<file path="src/rtl/axi_master_pkg.sv">
// Shared AXI master definitions: channel widths, response/burst encodings and
// the write-burst master state encoding.
package axi_master_pkg;

   localparam int unsigned ADDR_W = 32;
   localparam int unsigned DATA_W = 32;
   localparam int unsigned STRB_W = 4;
   localparam int unsigned ID_W   = 4;
   localparam int unsigned LEN_W  = 4;
   localparam int unsigned SIZE_W = 3;
   localparam int unsigned BURST_W = 2;
   localparam int unsigned RESP_W = 2;

   localparam logic [RESP_W-1:0]  AXI_RESP_OKAY  = 2'b00;
   localparam logic [BURST_W-1:0] AXI_BURST_INCR = 2'b01;

   typedef enum logic [1:0] {
      IDLE = 2'd0,
      LOAD = 2'd1,
      XFER = 2'd2,
      RESP = 2'd3
   } mwb_state_e;

   // One buffered write beat
   typedef struct packed {
      logic [DATA_W-1:0] data;
      logic [STRB_W-1:0] strb;
   } wbeat_t;

endpackage

</file>
<file path="src/rtl/wbeat_buf.sv">
// Beat buffer for the write-burst master: synchronous write, combinational
// read, no reset (contents are don't-care until loaded).
module wbeat_buf
   import axi_master_pkg::*;
#(
   parameter int unsigned DEPTH  = 4,
   parameter int unsigned ADDR_W = 2
) (
   input  logic              clk,
   input  logic              we,
   input  logic [ADDR_W-1:0] waddr,
   input  wbeat_t            wbeat,
   input  logic [ADDR_W-1:0] raddr,
   output wbeat_t            rbeat_c
);

   wbeat_t mem [DEPTH];

   always_ff @(posedge clk) begin
      if (we) mem[waddr] <= wbeat;
   end

   assign rbeat_c = mem[raddr];

endmodule

</file>
<file path="src/rtl/master_write_burst.sv">
// AXI write-burst master: buffers a CPU burst of up to MAX_BEATS beats, then
// replays it as one INCR burst on AW/W and waits for the matching B response.
module master_write_burst
   import axi_master_pkg::*;
#(
   parameter logic [ID_W-1:0]   ID_VAL    = 4'b0001,
   parameter int unsigned       MAX_BEATS = 4,
   parameter logic [SIZE_W-1:0] SIZE      = 3'd2
) (
   input  logic                clk,
   input  logic                rst,
   input  logic                req_valid,
   output logic                req_ready,
   input  logic [ADDR_W-1:0]   req_addr,
   input  logic [LEN_W-1:0]    req_len,
   input  logic                wr_valid,
   output logic                wr_ready,
   input  logic [DATA_W-1:0]   wr_data,
   input  logic [STRB_W-1:0]   wr_strb,
   output logic                busy,
   output logic                done,
   output logic                resp_err,
   output logic [ID_W-1:0]     AWID_M,
   output logic [ADDR_W-1:0]   AWADDR_M,
   output logic [LEN_W-1:0]    AWLEN_M,
   output logic [SIZE_W-1:0]   AWSIZE_M,
   output logic [BURST_W-1:0]  AWBURST_M,
   output logic                AWVALID_M,
   input  logic                AWREADY_M,
   output logic [DATA_W-1:0]   WDATA_M,
   output logic [STRB_W-1:0]   WSTRB_M,
   output logic                WLAST_M,
   output logic                WVALID_M,
   input  logic                WREADY_M,
   input  logic [ID_W-1:0]     BID_M,
   input  logic [RESP_W-1:0]   BRESP_M,
   input  logic                BVALID_M,
   output logic                BREADY_M
);

   localparam int unsigned      BUF_AW  = (MAX_BEATS > 1) ? $clog2(MAX_BEATS) : 1;
   localparam logic [LEN_W-1:0] MAX_LEN = LEN_W'(MAX_BEATS - 1);

   mwb_state_e          state, state_nxt;
   logic [ADDR_W-1:0]   addr_q;
   logic [LEN_W-1:0]    len_q;
   logic [LEN_W-1:0]    load_cnt;
   logic [LEN_W-1:0]    w_cnt;
   logic                aw_done, w_done;
   logic                accept, load_beat, load_last;
   logic                aw_hs, w_hs, w_last_hs, b_hit;
   logic [BUF_AW-1:0]   rd_addr;
   wbeat_t              in_beat, rd_beat, first_beat;

   assign accept    = (state == IDLE) && req_valid;
   assign load_beat = (state == LOAD) && wr_valid;
   assign load_last = load_beat && (load_cnt == len_q);
   assign aw_hs     = AWVALID_M && AWREADY_M;
   assign w_hs      = WVALID_M && WREADY_M;
   assign w_last_hs = w_hs && (w_cnt == len_q);
   assign b_hit     = (state == RESP) && BVALID_M && (BID_M == ID_VAL);

   assign in_beat    = '{data: wr_data, strb: wr_strb};
   // Beat 0 may be the one being written this very cycle (single-beat burst)
   assign first_beat = (load_cnt == '0) ? in_beat : rd_beat;
   assign rd_addr    = (state == LOAD) ? '0 : BUF_AW'(w_cnt + 4'd1);

   wbeat_buf #(
      .DEPTH  (MAX_BEATS),
      .ADDR_W (BUF_AW)
   ) u_buf (
      .clk     (clk),
      .we      (load_beat),
      .waddr   (BUF_AW'(load_cnt)),
      .wbeat   (in_beat),
      .raddr   (rd_addr),
      .rbeat_c (rd_beat)
   );

   assign req_ready = (state == IDLE);
   assign wr_ready  = (state == LOAD);
   assign BREADY_M  = (state == RESP);
   assign busy      = rst && ((state != IDLE) || req_valid);
   assign AWID_M    = ID_VAL;
   assign AWLEN_M   = len_q;
   assign AWSIZE_M  = SIZE;
   assign AWBURST_M = AXI_BURST_INCR;

   always_ff @(posedge clk or negedge rst) begin
      if (!rst) state <= IDLE;
      else      state <= state_nxt;
   end

   always_comb begin
      state_nxt = state;
      case (state)
         IDLE: if (accept) state_nxt = LOAD;
         LOAD: if (load_last) state_nxt = XFER;
         XFER: if ((aw_done || aw_hs) && (w_done || w_last_hs)) state_nxt = RESP;
         RESP: if (b_hit) state_nxt = IDLE;
         default: state_nxt = IDLE;
      endcase
   end

   // Burst datapath and registered channel outputs
   always_ff @(posedge clk or negedge rst) begin
      if (!rst) begin
         addr_q    <= '0;
         len_q     <= '0;
         load_cnt  <= '0;
         w_cnt     <= '0;
         aw_done   <= 1'b0;
         w_done    <= 1'b0;
         AWVALID_M <= 1'b0;
         AWADDR_M  <= '0;
         WVALID_M  <= 1'b0;
         WLAST_M   <= 1'b0;
         WDATA_M   <= '0;
         WSTRB_M   <= 4'hF;
         done      <= 1'b0;
         resp_err  <= 1'b0;
      end else begin
         done <= 1'b0;
         if (accept) begin
            addr_q   <= req_addr;
            len_q    <= (req_len > MAX_LEN) ? MAX_LEN : req_len;
            load_cnt <= '0;
            w_cnt    <= '0;
            aw_done  <= 1'b0;
            w_done   <= 1'b0;
         end
         if (load_beat && !load_last) load_cnt <= load_cnt + 4'd1;
         if (load_last) begin
            AWVALID_M <= 1'b1;
            AWADDR_M  <= addr_q;
            WVALID_M  <= 1'b1;
            WDATA_M   <= first_beat.data;
            WSTRB_M   <= first_beat.strb;
            WLAST_M   <= (len_q == '0);
         end
         if (aw_hs) begin
            AWVALID_M <= 1'b0;
            aw_done   <= 1'b1;
         end
         if (w_last_hs) begin
            WVALID_M <= 1'b0;
            WLAST_M  <= 1'b0;
            w_done   <= 1'b1;
         end else if (w_hs) begin
            w_cnt   <= w_cnt + 4'd1;
            WDATA_M <= rd_beat.data;
            WSTRB_M <= rd_beat.strb;
            WLAST_M <= ((w_cnt + 4'd1) == len_q);
         end
         if (b_hit) begin
            done     <= 1'b1;
            resp_err <= (BRESP_M != AXI_RESP_OKAY);
         end
      end
   end

endmodule

</file>
<file path="config.mk">
export PLATFORM = sky130hd
export DESIGN_NAME = master_write_burst
export DESIGN_NICKNAME = d
export VERILOG_FILES = /design/src/rtl/axi_master_pkg.sv /design/src/rtl/wbeat_buf.sv /design/src/rtl/master_write_burst.sv
export SDC_FILE = /design/constraint.sdc
export NUM_CORES = 1
export LEC_CHECK = 0
export ABC_AREA = 1
export CORE_AREA = 2 2 143 145
export DETAILED_ROUTE_END_ITERATION = 16
export DIE_AREA = 0 0 145 147
export PLACE_DENSITY = 0.82
export SYNTH_ARGS = -nofsm -noshare
export SYNTH_HDL_FRONTEND = slang
export SYNTH_SLANG_ARGS = --single-unit
</file>
<file path="constraint.sdc">
create_clock -name clk -period 7.1 [get_ports clk]
set_clock_uncertainty 0.1 [all_clocks]
set_input_delay 0.71 -clock clk [delete_from_list [all_inputs] [get_ports clk]]
set_output_delay 0.71 -clock clk [all_outputs]
set_load 0.05 [all_outputs]
</file>
; Word level (Yosys, flattened, before mapping)
; Memories as Yosys holds them, arrays and structs flattened.
; Index checks and enable logic that the tools add are counted.
[totals]
register_bits = 121
mem_bits_rw = 144
input_bits = 85
elab_cells = 88
mem_count = 1
[classes]
n_addsub = 2
order_cmp = 1
n_eq_ne = 11
muxes = 31
reduce_logical = 27
[mem_list]
columns = memory, words, width, rd, rd_ports_with_merged_regs, wr, line
row1 = u_buf.mem, 4, 36, 1, 0, 1, wbeat_buf.sv:17  ; wbeat_t mem [DEPTH];
[ops]
columns = operator, n
row1 = two-way mux 32 bit, 3
row2 = two-way mux 36 bit, 1
row3 = two-way mux 4 bit, 9
row4 = nonzero test 2 bit, 7
row5 = == test 4 bit, 3
row6 = two-way mux 1 bit, 12
row7 = logical AND 1 bit, 11
row8 = two-way mux 2 bit, 5
row9 = "adder 4 x 1 -> 4 bit, second input constant", 2
row10 = zero test 4 bit, 2
row11 = one-hot mux 2 bit (4 select lines), 1
row12 = "inequality test 2 x 1 -> 1 bit, second input constant", 3
row13 = "== test 2 bit, second input constant", 2
row14 = "== test 4 x 1 -> 1 bit, second input constant", 1
row15 = "greater-than comparator 4 x 2 -> 1 bit, second input constant", 1
row16 = AND reduction 4 bit, 1
row17 = logical OR 1 bit, 3
row18 = nonzero test 3 bit, 1
row19 = "== test 2 x 1 -> 1 bit, second input constant", 1
row20 = zero test 2 bit, 1
row21 = "inequality test 2 bit, second input constant", 1
row22 = zero test 1 bit, 1

; Logic depth before layout (Yosys ltp)
; An unclocked memory read counts as a cell.
[logic_depth]
word_depth = 7
mapped_depth = 11
mapped_depth_nobuf = 11

; By module
; A second synthesis with hierarchy kept.
[unflattened]
cells_unflattened = 1245
area_unflattened_um2 = 11685.0
[modules_own_cells]
columns = mod, instances, cells_per_inst, area_per_inst_um2, seq_area_each_um2
row1 = wbeat_buf, 1, 571, 6122.1, 4324.1
row2 = master_write_burst, 1, 674, 5562.8, 3032.9

; Least setup slack after synthesis
; No wires, ideal clock.
[synth_timing]
path_type = flip-flop to flip-flop
startpoint = reg state[1]
endpoint = mem u_buf.mem[0][0] (netlist bit), enable pin
setup_ps = 429
arrival_time_ps = 2833
t_required_ps = 6571
setup_slack_ps = 3738
path_stages_with_launch = 5
synth_period_minus_slack_ps = 3362
path_cell_list = dfrtp_1 -> inv_1 -> ha_1 -> nand2_1 -> nor2_1
[synth_between]
elab_chain_len = 4
[synth_rtl]
columns = item, line
row1 = from (decl), master_write_burst.sv:44  ; mwb_state_e state, state_nxt;
row2 = from (signal assigned), master_write_burst.sv:91  ; else state <= state_nxt;
row3 = == test 2 x 1 -> 1 bit, --
row4 = net wr_ready, master_write_burst.sv:17  ; output logic wr_ready,
row5 = logical AND 1 bit, master_write_burst.sv:56  ; assign load_beat = (state == LOAD) && wr_valid;
row6 = two-way mux 1 bit, wbeat_buf.sv:20  ; if (we) mem[waddr] <= wbeat;
row7 = two-way mux 1 bit (implied by the code), wbeat_buf.sv:20
row8 = to (decl), wbeat_buf.sv:17
; The timed path passes the listed nets, and every way through them passes these cells.

; Final worst setup path
[layout_timing]
startpoint = reg state[1]
endpoint = reg WSTRB_M[0]
[layout_between]
elab_chain_len = 7
elab_cells_between_ends = 9
classes_between = eq/ne (1) / mux (5) / reduce/logical (2) / memory (1)
[layout_rtl]
columns = item, line
row1 = == test 2 x 1 -> 1 bit *, "master_write_burst.sv:56, master_write_burst.sv:66"
row2 = two-way mux 2 bit, master_write_burst.sv:66  ; assign rd_addr = (state == LOAD) ? '0 : BUF_AW'(w_cnt + 4'd1);
row3 = memory (4 x 36 bit), --
row4 = two-way mux 36 bit, master_write_burst.sv:65  ; assign first_beat = (load_cnt == '0) ? in_beat : rd_beat;
row5 = two-way mux 4 bit, master_write_burst.sv:133  ; if (load_last) begin
row6 = two-way mux 4 bit, master_write_burst.sv:149  ; end else if (w_hs) begin
row7 = two-way mux 4 bit *, master_write_burst.sv:145  ; if (w_last_hs) begin
row8 = to (signal assigned), master_write_burst.sv:138  ; WSTRB_M <= first_beat.strb;
row9 = to (signal assigned), master_write_burst.sv:152  ; WSTRB_M <= rd_beat.strb;
row10 = to (decl), master_write_burst.sv:31  ; output logic [STRB_W-1:0] WSTRB_M,
; Mark *: on every way between the ends. The rest lies on a longest branch, timed or not.
; A chain may end at the register's enable or synchronous reset.

==> flow_summary.toml <==
[synthesis]
synth_flop_cell = "edfxtp_1"
synth.area.top_cells = "edfxtp_1, dfrtp_1, nand2_1"
synth_top_area_cell = "edfxtp_1"
ys_seq_area_frac = 0.6760
synthesis.area_um2 = 10880
ys_ff_latch = 265
synth-async-reset-ratio = 0.4566
avgSynthCellArea_um2 = 10.62
post-synth-top-count-cell = "nand2_1"
synthTopCellsByCount = "nand2_1, edfxtp_1, nor2_1, dfrtp_1, o21ai_0"
ys_warn_count = 0
synth_top_area_share = 0.3973
synth_edf_count = 144
synth.distinct_cells = 33
netlist_instances = 1025

[sta]
layout_worst_path_cycle_share = 0.5381
setup_viol = 0
slew_viol_final = 0
rsz0062_at_grt = "no"
hold_violations = 0
period_needed_ns = 3.820
tightest_slew_ns = 1.163
finalSetupTns_ns = 0
clock.fmax_mhz = 261.8
slew_headroom = 0.2220

[run]
cap_violations = 0

[layout]
multi_input_area_um2 = 3174
n_fill_cell = 1438
seqCellArea_um2 = 7357
fin_nets = 1272
drive_above_1_share = 0.06433
n_antenna_cell = 0
area.growth.synth_to_final_pct = 25.24

[power]
power.share.sequential = 0.353
power_per_cell_area_nw_per_um2 = 461.1
ir_drop_v = 0.0003148
pwr-share-comb = 0.415
p_clk_frac = 0.232
switching_share = 0.4106
p_leak_nw = 5.607
intPower_mw = 3.704
total_power_mw = 6.284
power_switching_mw = 2.580

[die]
pin_count = 175
die_area_um2 = 21320
die-width_um = 145
core.rowCount = 52
die_h_um = 147
start_util = 0.5484
design.core.area_um2 = 19840

[global_route]
grt.overflow.total = 0
grt_pass1_wl_um = 42200
antenna_found_initial = 0
grt_usage = 0.2462
first_global_vias = 8246
grt_max_degree = 73

[clock_network]
clk_latency_ns = 0.53
cts_sinks = 265
clockBufferDepth = 3
cts_root_buffer = "clkbuf_16"
clkTransAtPathRegs_ns = 0.06
hold_buffers = 0
htree_levels = 1
cts_resized = 0
numCtsBuffers = 27
post_cts_buffers = 0
tritoncts = "yes"

[route]
wl_um = 26100
drcViolationCount = 0
viasPerCell = 5.469
dr.pass1.iters = 6
drtIter0Drc = 619
antenna_left = 0
vias = 8023
drt-wirelength-per-cell_um = 17.79

[setup_path]
r2r-start = "state[1]"
cp_num_buf_inv = 4
r2r_cells = 10
critical_path_class = "reg -> reg"
required_ns = 7.45
crit_fanout = 62
max_stage_delay_ns = 0.80
worstPathCellList = "inv_1 -> ha_1 -> nand2_1 -> inv_1 -> nand3_4 -> clkinv_2 -> buf_4 -> nand2_1 -> o211ai_1 -> nand2_1"
cp_data_arrival_time_ns = 4.17
r2r_slack_ns = 3.28
worstSetupStartpointType = "flip-flop"
cpMostUsedCell = "nand2_1"
crit_family = "buffers and inverters"
cp_slowest_cell = "clkinv_2"
r2r-end = "WSTRB_M[0]"
critPathCaptureType = "flip-flop"

[place]
gp_congestion = 0.8035
dpl.hpwl_um = 14470
numPortBuffers = 165

[min_path]
min_path_type = "in -> async"

[outcome]
status = "finished clean"
==> sequential cells by signal, indices dropped and copies added, names as in the netlist, 2 cells and up <==
signal     flops
addr_q        32
AWADDR_M      32
u_buf.mem    144
AWLEN_M        4
WSTRB_M        4
w_cnt          4
load_cnt       4
state          2
WDATA_M       32
==> per-layer routing <==
layer | up-vias | routed length, um | track usage | share of wire
li1 | 3731 | - | - | -
met2 | 358 | 13000 | 0.4279 | 0.50
met1 | 3881 | 10320 | 0.3112 | 0.40
met3 | 53 | 2223 | 0.05807 | 0.085
met5 | - | 0 | 0 | 0
met4 | 0 | 562 | 0.07178 | 0.022
==> cell families after synthesis <==
family | share of synthesized area
adder cells (fa/ha/maj) | 0.01150
buffers and inverters | 0.03920
other | 0.0006901
flip-flops | 0.6760
XOR/XNOR | 0.004829
AND/OR/NAND/NOR | 0.1846
AO/OA/AOI/OAI | 0.08312
==> how the worst max path moves through the flow <==
stage	startpoint	end	slack (ns)	depth (start not counted)
5_1_grt	state[1]	WDATA_M[0]	3.02	10
4_1_cts	state[1]	WSTRB_M[0]	3.29	10
6_report	state[1]	WSTRB_M[0]	3.28	10
3_5_place_dp	wr_valid	WDATA_M[0]	3.15	8
2_1_floorplan	state[1]	u_buf.mem[0][0]	3.74	4
3_3_place_gp	wr_valid	WDATA_M[0]	3.23	8
==> worst register-to-register path, cell delays in order, from the launching register on <==
cell and delay, ns:
dfrtp_1 0.42, inv_1 0.11, ha_1 0.40, nand2_1 0.39, inv_1 0.21, nand3_4 0.38
clkinv_2 0.81, buf_4 0.56, nand2_1 0.16, o211ai_1 0.12, nand2_1 0.08
==> power by group through the flow <==
| stage | Combinational (mW) | Sequential (mW) | Clock (mW) |
|---|---|---|---|
| global placement | 2.53 | 2.23 | 0 |
| CTS | 2.62 | 2.22 | 1.48 |
| global route | 2.82 | 2.26 | 1.54 |
| finish | 2.61 | 2.22 | 1.46 |
| floorplan | 1.16 | 2.82 | 0 |
| detailed placement | 2.60 | 2.23 | 0 |
==> cell usage in the layout, fill, tap and decap left out, types with 4 or more instances in the layout <==
master / instances
dfstp_2: 4
xor2_1: 4
bufinv_16: 4
nand3_1: 10
nor2_1: 119
conb_1: 9
clkinv_2: 9
ha_1: 10
nand2_1: 379
inv_1: 25
clkbuf_16: 27
nor2_4: 6
edfxtp_1: 144
o22ai_1: 4
dfrtp_1: 117
buf_4: 12
o21ai_0: 45
clkdlybuf4s50_1: 164
o32ai_1: 36
clkbuf_1: 4
o211ai_1: 36
==> cell type report <==
class,count,share of cell area
timing repair buffer,176,0.1271
inverter,30,0.008354
clock inverter,15,0.01340
sequential,265,0.5398
clock buffer,34,0.05370
multi-input combinational,677,0.2329
tap,270,0.02479
==> per-stage QoR <==
step	worst slack, ns	utilization	hold WS [ns]	std cells	instance area [um2]
final	3.280	0.6868	0.1445	1467	13630
after global routing	3.017	0.6868	0.1897	1467	13630
after CTS	3.286	0.6868	0.1509	1467	13630
after detailed placement	3.154	0.6407	0.3579	1418	12710
after global placement	3.228	0.6407	0.3475	1418	12710
after floorplan	3.738	-	0.3144	1032	10910
Power figures use the tool's default switching activity.
